[src/rtl/filter_mc.sv]
// filter_mc: multi-channel time-multiplexed complex FIR.
// NCHAN interleaved channels share one complex-by-real MAC and one tap set,
// each channel keeps its own sample history. Taps arrive over the message
// bus into a shadow bank and are committed only while the MAC is idle.
//
// Load FSM states
//   state    | meaning
//   S_IDLE   | no tap load in progress
//   S_LOAD   | writing shadow taps, ld_idx is the next tap index
//   S_COMMIT | shadow bank complete, waiting for the MAC to go idle

`ifndef MSG_WIDTH
`define MSG_WIDTH 32
`endif

module filter_mc #(
    parameter int WIDTH  = 32,
    parameter int MWIDTH = 1,
    parameter int FLTLEN = 10,
    parameter int NCHAN  = 4,
    parameter int ID     = 0,
    localparam int CW    = (NCHAN > 1) ? $clog2(NCHAN) : 1
) (
    input  logic                  clk,
    input  logic                  rst,
    input  logic [WIDTH-1:0]      in_data,
    input  logic [CW-1:0]         in_ch,
    input  logic                  in_nd,
    input  logic [MWIDTH-1:0]     in_m,
    output logic                  in_ready,
    input  logic [`MSG_WIDTH-1:0] in_msg,
    input  logic                  in_msg_nd,
    output logic [WIDTH-1:0]      out_data,
    output logic [CW-1:0]         out_ch,
    output logic                  out_nd,
    output logic [MWIDTH-1:0]     out_m,
    output logic [`MSG_WIDTH-1:0] out_msg,
    output logic                  out_msg_nd,
    output logic                  error
);

    localparam int HW = WIDTH / 2;
    localparam int KW = $clog2(FLTLEN);
    localparam int PW = 2 * HW;
    localparam int AW = PW + $clog2(FLTLEN);

    typedef enum logic [1:0] {S_IDLE, S_LOAD, S_COMMIT} ld_state_t;

    ld_state_t state, state_nxt;

    logic                 busy;
    logic [KW-1:0]        cnt;
    logic [WIDTH-1:0]     cur_data;
    logic [CW-1:0]        cur_ch;
    logic [MWIDTH-1:0]    cur_m;
    logic signed [AW-1:0] acc_re, acc_im;
    logic [WIDTH-1:0]     hist [NCHAN][FLTLEN-1];

    logic signed [HW-1:0] tap_act [FLTLEN];
    logic signed [HW-1:0] tap_shd [FLTLEN];
    logic [KW-1:0]        ld_idx;

    logic                 ch_ok, accept, drop, mac_last;
    logic [WIDTH-1:0]     op;
    logic signed [HW-1:0] op_re, op_im, tap_cur;
    logic signed [PW-1:0] prod_re, prod_im;
    logic signed [AW-1:0] sum_re, sum_im;
    logic [HW:0]          sat_re, sat_im;

    logic is_hdr, hdr_match, is_data;
    logic idx_clr, shd_we, commit, hdr_err;
    logic unused_msg;

    // Truncate the Q-format shift and clamp to HW bits; MSB of result flags overflow.
    function automatic logic [HW:0] sat_fn(input logic signed [AW-1:0] v);
        logic signed [AW-1:0] sh;
        logic [AW-HW:0]       top;
        sh  = v >>> (HW - 1);
        top = sh[AW-1:HW-1];
        if ((&top) || (~|top))
            return {1'b0, sh[HW-1:0]};
        else if (sh[AW-1])
            return {1'b1, 1'b1, {(HW-1){1'b0}}};
        else
            return {1'b1, 1'b0, {(HW-1){1'b1}}};
    endfunction

    assign in_ready   = !busy;
    assign ch_ok      = int'(in_ch) < NCHAN;
    assign accept     = in_nd && !busy && ch_ok;
    assign drop       = in_nd && (busy || !ch_ok);
    assign mac_last   = busy && (cnt == KW'(FLTLEN - 1));

    assign is_hdr     = in_msg_nd && in_msg[`MSG_WIDTH-1];
    assign hdr_match  = is_hdr && (in_msg[7:0] == 8'(ID));
    assign is_data    = in_msg_nd && !in_msg[`MSG_WIDTH-1];
    assign unused_msg = ^in_msg;

    // Select the operand for this MAC step: the new sample for tap 0, history otherwise.
    always_comb begin
        op      = cur_data;
        tap_cur = tap_act[cnt];
        for (int k = 1; k < FLTLEN; k++) begin
            if (cnt == KW'(k))
                op = hist[cur_ch][k-1];
        end
        op_re   = op[WIDTH-1:HW];
        op_im   = op[HW-1:0];
        prod_re = PW'(op_re) * PW'(tap_cur);
        prod_im = PW'(op_im) * PW'(tap_cur);
        sum_re  = acc_re + AW'(prod_re);
        sum_im  = acc_im + AW'(prod_im);
        sat_re  = sat_fn(sum_re);
        sat_im  = sat_fn(sum_im);
    end

    // MAC sequencing, output register and per-channel history shift.
    always_ff @(posedge clk) begin
        if (rst) begin
            busy     <= 1'b0;
            cnt      <= '0;
            cur_data <= '0;
            cur_ch   <= '0;
            cur_m    <= '0;
            acc_re   <= '0;
            acc_im   <= '0;
            out_nd   <= 1'b0;
            out_data <= '0;
            out_ch   <= '0;
            out_m    <= '0;
            for (int c = 0; c < NCHAN; c++)
                for (int k = 0; k < FLTLEN - 1; k++)
                    hist[c][k] <= '0;
        end else begin
            out_nd <= 1'b0;
            if (accept) begin
                busy     <= 1'b1;
                cnt      <= '0;
                cur_data <= in_data;
                cur_ch   <= in_ch;
                cur_m    <= in_m;
                acc_re   <= '0;
                acc_im   <= '0;
            end else if (mac_last) begin
                busy     <= 1'b0;
                out_nd   <= 1'b1;
                out_data <= {sat_re[HW-1:0], sat_im[HW-1:0]};
                out_ch   <= cur_ch;
                out_m    <= cur_m;
                for (int k = FLTLEN - 2; k >= 1; k--)
                    hist[cur_ch][k] <= hist[cur_ch][k-1];
                hist[cur_ch][0] <= cur_data;
            end else if (busy) begin
                cnt    <= cnt + KW'(1);
                acc_re <= sum_re;
                acc_im <= sum_im;
            end
        end
    end

    // Sticky error: dropped samples, saturation, header restart mid-load.
    always_ff @(posedge clk) begin
        if (rst)
            error <= 1'b0;
        else if (drop || hdr_err || (mac_last && (sat_re[HW] || sat_im[HW])))
            error <= 1'b1;
    end

    // Message bus pass-through, one cycle of latency.
    always_ff @(posedge clk) begin
        if (rst) begin
            out_msg    <= '0;
            out_msg_nd <= 1'b0;
        end else begin
            out_msg    <= in_msg;
            out_msg_nd <= in_msg_nd;
        end
    end

    // Load FSM state register.
    always_ff @(posedge clk) begin
        if (rst)
            state <= S_IDLE;
        else
            state <= state_nxt;
    end

    // Load FSM next-state logic.
    always_comb begin
        state_nxt = state;
        case (state)
            S_IDLE: begin
                if (hdr_match)
                    state_nxt = S_LOAD;
            end
            S_LOAD: begin
                if (hdr_match)
                    state_nxt = S_LOAD;
                else if (is_hdr)
                    state_nxt = S_IDLE;
                else if (is_data && (ld_idx == KW'(FLTLEN - 1)))
                    state_nxt = S_COMMIT;
            end
            S_COMMIT: begin
                if (hdr_match)
                    state_nxt = S_LOAD;
                else if (!busy)
                    state_nxt = S_IDLE;
            end
            default: state_nxt = S_IDLE;
        endcase
    end

    // Load FSM outputs; a new matching header always wins over a pending commit.
    always_comb begin
        idx_clr = hdr_match;
        shd_we  = (state == S_LOAD) && is_data;
        commit  = (state == S_COMMIT) && !hdr_match && !busy;
        hdr_err = (state == S_LOAD) && hdr_match;
    end

    // Shadow tap writes and atomic commit into the active bank.
    always_ff @(posedge clk) begin
        if (rst) begin
            ld_idx <= '0;
            for (int k = 0; k < FLTLEN; k++) begin
                tap_act[k] <= '0;
                tap_shd[k] <= '0;
            end
        end else begin
            if (idx_clr)
                ld_idx <= '0;
            else if (shd_we) begin
                ld_idx          <= ld_idx + KW'(1);
                tap_shd[ld_idx] <= in_msg[HW-1:0];
            end
            if (commit)
                for (int k = 0; k < FLTLEN; k++)
                    tap_act[k] <= tap_shd[k];
        end
    end

endmodule
[config.mk]
export PLATFORM = sky130hd
export DESIGN_NAME = filter_mc
export DESIGN_NICKNAME = d
export VERILOG_FILES = /design/src/rtl/filter_mc.sv
export SDC_FILE = /design/constraint.sdc
export NUM_CORES = 2
export LEC_CHECK = 0
export CAP_MARGIN = 20
export CORE_ASPECT_RATIO = 1.4
export CORE_MARGIN = 10
export CORE_UTILIZATION = 69
export DETAILED_ROUTE_END_ITERATION = 6
export PLACE_DENSITY = 0.89
export RECOVER_POWER = 50
export SLEW_MARGIN = 25
export SYNTH_ARGS = -nofsm -noshare
export SYNTH_HDL_FRONTEND = slang
export SYNTH_SLANG_ARGS = --single-unit
[constraint.sdc]
create_clock -name clk -period 39.6 [get_ports clk]
set_input_delay 5.94 -clock clk [delete_from_list [all_inputs] [get_ports clk]]
set_output_delay 5.94 -clock clk [all_outputs]
set_load 0.005 [all_outputs]
==> Word level (Yosys, flattened, before mapping) <==
Memory sizes are Yosys's and may differ from the RTL's. A register that Yosys moved wholly into a read port is not among the register bits.
Index checks and enable logic that the tools add are counted.
{ "classes": {"addsub": 4, "mul": 2, "n_eq_ne": 15, "mux": 55, "n_bitwise": 12, "n_reduce_logical": 36} }
{ "ops": {"columns": ["cell", "n"], "rows": [
  ["$mux W288", 1],
  ["$mux W32", 9],
  ["$reduce_or A288 Y1", 1],
  ["$mux W16", 13],
  ["$add A36 B32 Y36", 2],
  ["$mul A16 B16 Y32", 2],
  ["$mux W17", 2],
  ["$mux W2", 9],
  ["$mux W1", 17],
  ["$eq A4 B3 Y1 const B", 4],
  ["$reduce_or A16 Y1", 1],
  ["$eq A4 B4 Y1 const B", 3],
  ["$logic_and A1 B1 Y1", 12],
  ["$mux W4", 3],
  ["$reduce_and A6 Y1", 2],
  ["$reduce_or A6 Y1", 2],
  ["$or A1 B1 Y1", 10],
  ["$add A4 B1 Y4 const B", 2],
  ["$eq A4 B2 Y1 const B", 2],
  ["$logic_not A8 Y1", 1],
  ["$pmux W2 S3", 1],
  ["$logic_not A1 Y1", 5],
  ["$logic_or A1 B1 Y1", 5],
  ["$eq A4 B1 Y1 const B", 1],
  ["11 further kinds", 14]
]} }
{ "totals": {"ff_bits": 188, "ramBits": 1472, "in_bits": 71, "out_inout_bits": 71, "word_cells": 143, "mem_count": 3} }
{ "mem_list": {"columns": ["memory", "depth", "word_bits", "rd", "rd_clocked_by_memory_dff", "wr", "line", "rtl"], "rows": [
  ["hist", 4, 288, 1, 1, 4, "57", "logic [WIDTH-1:0] hist [NCHAN][FLTLEN-1];"],
  ["tap_act", 10, 16, 1, 1, 10, "59", "logic signed [HW-1:0] tap_act [FLTLEN];"],
  ["tap_shd", 10, 16, 10, 0, 10, "60", "logic signed [HW-1:0] tap_shd [FLTLEN];"]
]} }

==> Longest topological paths before layout <==
{ "logic_depth": {"ltp_word": 19, "depth_mapped": 42, "depth_no_buf": 37} }

==> Worst setup path after synthesis <==
OpenSTA, ideal clock, no wires.
{ "synth_path": {"path_kind": "input to register", "startpoint": "input rst", "endpoint": "memory hist[1][0] (netlist name), enable pin", "setup_time_ns": 1.335, "arrival_ns": 26.212, "t_required_ns": 38.265, "slack_ns": 12.052, "path_stages": 3, "n_path_buf": 0, "cell_sequence": "nor2_1 > nand2_1 > o21ai_0"} }
{ "synth_lines": {"columns": ["item", "line", "rtl"], "rows": [
  ["start: declaration", "25", "input logic rst,"],
  ["end: declaration", "57", null]
]} }

==> impl_metrics.prom <==
# TYPE chip_impl_metric gauge
chip_impl_info{name="sort_of_element_at_the_end_of_the_critical_path",value="flop"} 1
chip_impl_info{name="min-delay-start",value="cur_m$_SDFFE_PP0P_"} 1
chip_impl_metric{name="detail_route.first_pass.iterations",unit=""} 7
chip_impl_metric{name="power.ir.vdd_worst",unit="V"} 0.0001143
chip_impl_info{name="failed_checks",value="max-capacitance violations, max-slew violations"} 1
chip_impl_info{name="startpoint_type",value="primary input"} 1
chip_impl_metric{name="total_area_of_multi_input_combinational_cells",unit="mm²"} 0.04226
chip_impl_metric{name="number_of_global_route_vias_before_repair",unit=""} 65770
chip_impl_metric{name="post_cts.resized_instances",unit=""} 0
chip_impl_metric{name="cap_viol_max_count",unit=""} 23
chip_impl_info{name="postSynth.topFlopCell",value="edfxtp_1"} 1
chip_impl_metric{name="post_cts.repair.setup_buffers",unit=""} 0
chip_impl_metric{name="worst_pin_slew",unit="ns"} 9.958
chip_impl_metric{name="detail_route.vias_per_cell",unit=""} 6.426
chip_impl_info{name="cpLargestDelayFamily",value="buffers and inverters"} 1
chip_impl_metric{name="r2r_setup_slack",unit="ns"} 25.76
chip_impl_info{name="hold_path_class",value="reg2reg"} 1
chip_impl_metric{name="worst-path-stages",unit=""} 5
chip_impl_metric{name="leakage",unit="nW"} 39.95
chip_impl_metric{name="die_y",unit="µm"} 459.0
chip_impl_info{name="critical_path.slowest_cell",value="clkbuf_1"} 1
chip_impl_metric{name="detail-route-antenna-nets",unit=""} 0
chip_impl_metric{name="total_clock_buffers_created_by_cts",unit=""} 153
chip_impl_metric{name="pwr_density_cell",unit="mW/mm²"} 69.61
chip_impl_metric{name="clock-skew-final",unit="ns"} 0.03689
chip_impl_metric{name="wl_met3",unit="µm"} 23760
chip_impl_metric{name="port_buffers",unit=""} 141
chip_impl_info{name="run_status",value="complete, but fails checks"} 1
chip_impl_metric{name="asyncSetResetFlopFracSynth",unit="%"} 0
chip_impl_metric{name="post_synth_inst_count",unit=""} 7415
chip_impl_metric{name="finish.net_count",unit=""} 8304
chip_impl_info{name="crit-reg2reg-launch",value="cnt[0]$_SDFFE_PP0P_"} 1
chip_impl_metric{name="routed_wl",unit="µm"} 239300
chip_impl_metric{name="areaGrowthSynthToFinish",unit="%"} 8.080
chip_impl_info{name="top_signal_layer_used",value="met5"} 1
chip_impl_metric{name="placementRows",unit=""} 161
chip_impl_metric{name="worst-endpoint-required",unit="ns"} 40.00
chip_impl_metric{name="synth_fp_nets",unit=""} 8334
chip_impl_info{name="worst_setup_path_startpoint",value="rst"} 1
chip_impl_metric{name="timing.max_slew.rel_slack",unit="%"} -563.9
chip_impl_metric{name="yosysWarningCount",unit=""} 0
chip_impl_metric{name="max_freq",unit="MHz"} 54.55
chip_impl_metric{name="final_period_demand_of_the_worst_path",unit="ns"} 18.33
chip_impl_metric{name="dr.first_iter.drc_count",unit=""} 6434
chip_impl_metric{name="timing.final.setup_violations",unit=""} 0
chip_impl_metric{name="cts_hold_buffers",unit=""} 0
chip_impl_metric{name="syn_area",unit="mm²"} 0.09499
chip_impl_metric{name="r2r_cells",unit=""} 9
chip_impl_metric{name="hold_viol_final",unit=""} 0
chip_impl_metric{name="yosysSeqAreaShare",unit="%"} 50.62
chip_impl_metric{name="synth_seq_cells",unit=""} 1666
chip_impl_metric{name="grt_antenna_before_repair",unit=""} 5
chip_impl_metric{name="edff_count_synth",unit=""} 1472
chip_impl_metric{name="slowest_delay",unit="ns"} 6.22
chip_impl_metric{name="final-max-slew-violation-count",unit=""} 1532
chip_impl_metric{name="placeableCoreArea",unit="mm²"} 0.1372
chip_impl_metric{name="dp.final_hpwl",unit="µm"} 148500
chip_impl_metric{name="routed_wire_length_per_instance",unit="µm"} 25.71
chip_impl_info{name="cts_root_buffer",value="clkbuf_16"} 1
chip_impl_metric{name="whs_path_depth",unit=""} 2
chip_impl_metric{name="fp.dieArea",unit="mm²"} 0.1531
chip_impl_metric{name="report.power.total",unit="mW"} 7.147
chip_impl_metric{name="regArea",unit="mm²"} 0.04810
chip_impl_metric{name="path_max_fanout",unit=""} 131
chip_impl_metric{name="cts_sink_cnt",unit=""} 1666
chip_impl_metric{name="clkTransAtPathRegs",unit="ns"} 0.06
chip_impl_metric{name="fillCellCount",unit=""} 7674
chip_impl_info{name="grt_setup_unrepaired",value="no"} 1
chip_impl_metric{name="grt_usage",unit="%"} 31.62
chip_impl_metric{name="postSynthAreaPerCell",unit="µm²"} 12.81
chip_impl_metric{name="clock_latency",unit="ns"} 0.81
chip_impl_metric{name="timing.hold.ws",unit="ns"} 0.4588
chip_impl_metric{name="vias",unit=""} 59810
chip_impl_metric{name="total_global_routing_overflow",unit=""} 0
chip_impl_metric{name="finalWeightedCongestion",unit=""} 0.9351
chip_impl_metric{name="route.layer.met1.wl",unit="µm"} 79030
chip_impl_info{name="worstPathCellList",value="clkbuf_1 -> or2_0 -> clkbuf_1 -> buf_4 -> buf_4"} 1
chip_impl_metric{name="post-route-period-util",unit="%"} 46.29
chip_impl_metric{name="critPathBufInv",unit=""} 4
chip_impl_metric{name="worst_ep_arrival_time",unit="ns"} 18.73
chip_impl_info{name="setup.worst_path.class",value="in2reg"} 1
chip_impl_metric{name="drcViolationCount",unit=""} 0
chip_impl_metric{name="layout-drive-gt1-share",unit="%"} 9.917
chip_impl_metric{name="ctsHtreeMaxLevel",unit=""} 4
chip_impl_metric{name="yosysUniqueCellTypes",unit=""} 89
chip_impl_metric{name="setup_tns",unit="ns"} 0
chip_impl_metric{name="grt_start_max_net_pins",unit=""} 217
chip_impl_metric{name="floorplan.initialDensity",unit="%"} 69.24
chip_impl_metric{name="detail_route_met2_wl",unit="µm"} 121600
chip_impl_metric{name="floorplan.io_pins",unit=""} 142
chip_impl_metric{name="die_w",unit="µm"} 333.6
chip_impl_info{name="cts_tree",value="done"} 1
chip_impl_metric{name="grt_first_pass_wirelength",unit="µm"} 373400
chip_impl_metric{name="cts_max_path_buffers",unit=""} 3
cells in the mapped netlist (5+ instances only):
master	count	area, µm²
o21a_1	14	105.1
buf_2	51	255.2
a21o_1	22	165.2
nor2b_1	78	488.0
a21oi_2	18	157.7
o21bai_1	6	45.04
nor2_1	668	2507
buf_4	24	180.2
edfxtp_1	1472	44200
nor3b_1	23	172.7
or2_2	18	112.6
nand2b_1	72	450.4
clkbuf_1	315	1182
buf_1	14	52.55
mux4_2	320	7207
nand4_1	9	56.30
a31oi_1	5	31.28
xor2_1	24	210.2
and3_1	8	50.05
fa_1	628	12570
a21oi_1	231	1156
o21ai_1	14	70.07
mux2_2	12	135.1
mux2i_1	50	500.5
inv_1	725	2721
o21ai_0	56	280.3
nand3_1	22	110.1
nand2_1	348	1306
a211oi_1	174	1306
and2_1	1330	8320
xnor2_1	39	341.6
buf_6	23	259.0
o31ai_2	15	187.7
ha_1	220	2753
or2_1	12	75.07
dfxtp_1	194	3884
o31a_1	18	157.7
nor3_1	46	230.2
flip-flops by register name, indices dropped and copies added, names as in the netlist, 2 cells and up, named ones only:
register  flops
out_ch        2
acc_im       36
tap_act     160
cnt           4
ld_idx        4
acc_re       36
out_msg      32
cur_ch        2
hist       1152
tap_shd     160
out_data     32
cur_data     32
state         2
layout by cell type, fill, tap and decap left out, drive strengths merged, types with 18 or more instances in the layout:
| cell | count |
|---|---|
| buf | 83 |
| xor2 | 24 |
| or2 | 30 |
| clkinv | 55 |
| dlygate4sd3 | 68 |
| mux4 | 320 |
| clkbuf | 223 |
| a21o | 22 |
| xnor2 | 41 |
| edfxtp | 1472 |
| ha | 220 |
| a21oi | 249 |
| o31ai | 19 |
| nand2b | 72 |
| nor3 | 47 |
| nor2 | 669 |
| nor2b | 78 |
| nand2 | 348 |
| o21ai | 72 |
| dfxtp | 194 |
| nand3 | 22 |
| o31a | 18 |
| inv | 735 |
| fa | 628 |
| clkdlybuf4s50 | 72 |
| mux2i | 50 |
| a211oi | 177 |
| and2 | 1330 |
| nor3b | 26 |
final timing paths:
check	end
hold / removal	cur_m$_SDFFE_PP0P_
setup / recovery	hist[0][0]$_SDFFCE_PN0P_
hold reg to reg	cur_m$_SDFFE_PP0P_
setup reg to reg	hist[0][0]$_SDFFCE_PN0P_
report_power, final:
group	switching [mW]	total (mW)	internal (mW)
Clock	0.669	1.53	0.856
Combinational	2.26	3.60	1.34
Sequential	0.0366	2.02	1.98
Total	2.97	7.15	4.18
routing by layer:
layer | GRT usage [%] | up-vias
met2 | 54.07 | 3784
li1 | - | 25100
met4 | 18.09 | 6
met3 | 7.162 | 991
met5 | 0 | -
met1 | 36.67 | 29920
final cells by class:
class,instances,area share (%)
Antenna cell,2,0.004875
Clock buffer,198,4.171
Clock inverter,84,0.8592
Inverter,726,2.654
Multi-Input combinational cell,4590,41.16
Sequential cell,1666,46.85
Tap cell,1793,2.185
Timing Repair Buffer,248,2.115
worst reg2reg max path: cells and delay by family (launching register included):
family	cells	cell delay [ns]
adders and majority gates	1	0.32
buffers and inverters	4	9.21
DFF	1	0.46
and+or+nand+nor	4	3.43
per-stage QoR:
stage	worst slack, ns	utilization [%]	area [µm²]	cells
floorplan	12.05	-	94990	7415
global placement	27.78	71.16	97620	9021
detailed placement	27.53	71.18	97650	9022
CTS	27.51	74.94	102800	9304
global route	20.85	74.83	102700	9305
finish	21.27	74.84	102700	9307
cell families after synthesis:
family                   synth area share [%]
XOR/XNOR                               0.6151
AND/OR/NAND/NOR                         14.95
adder cells (fa/ha/maj)                 16.13
multiplexers                            8.268
flip-flops                              50.62
buffers and inverters                   5.016
AO/OA/AOI/OAI                           4.394
No activity file was read; power rests on OpenSTA's default activity.
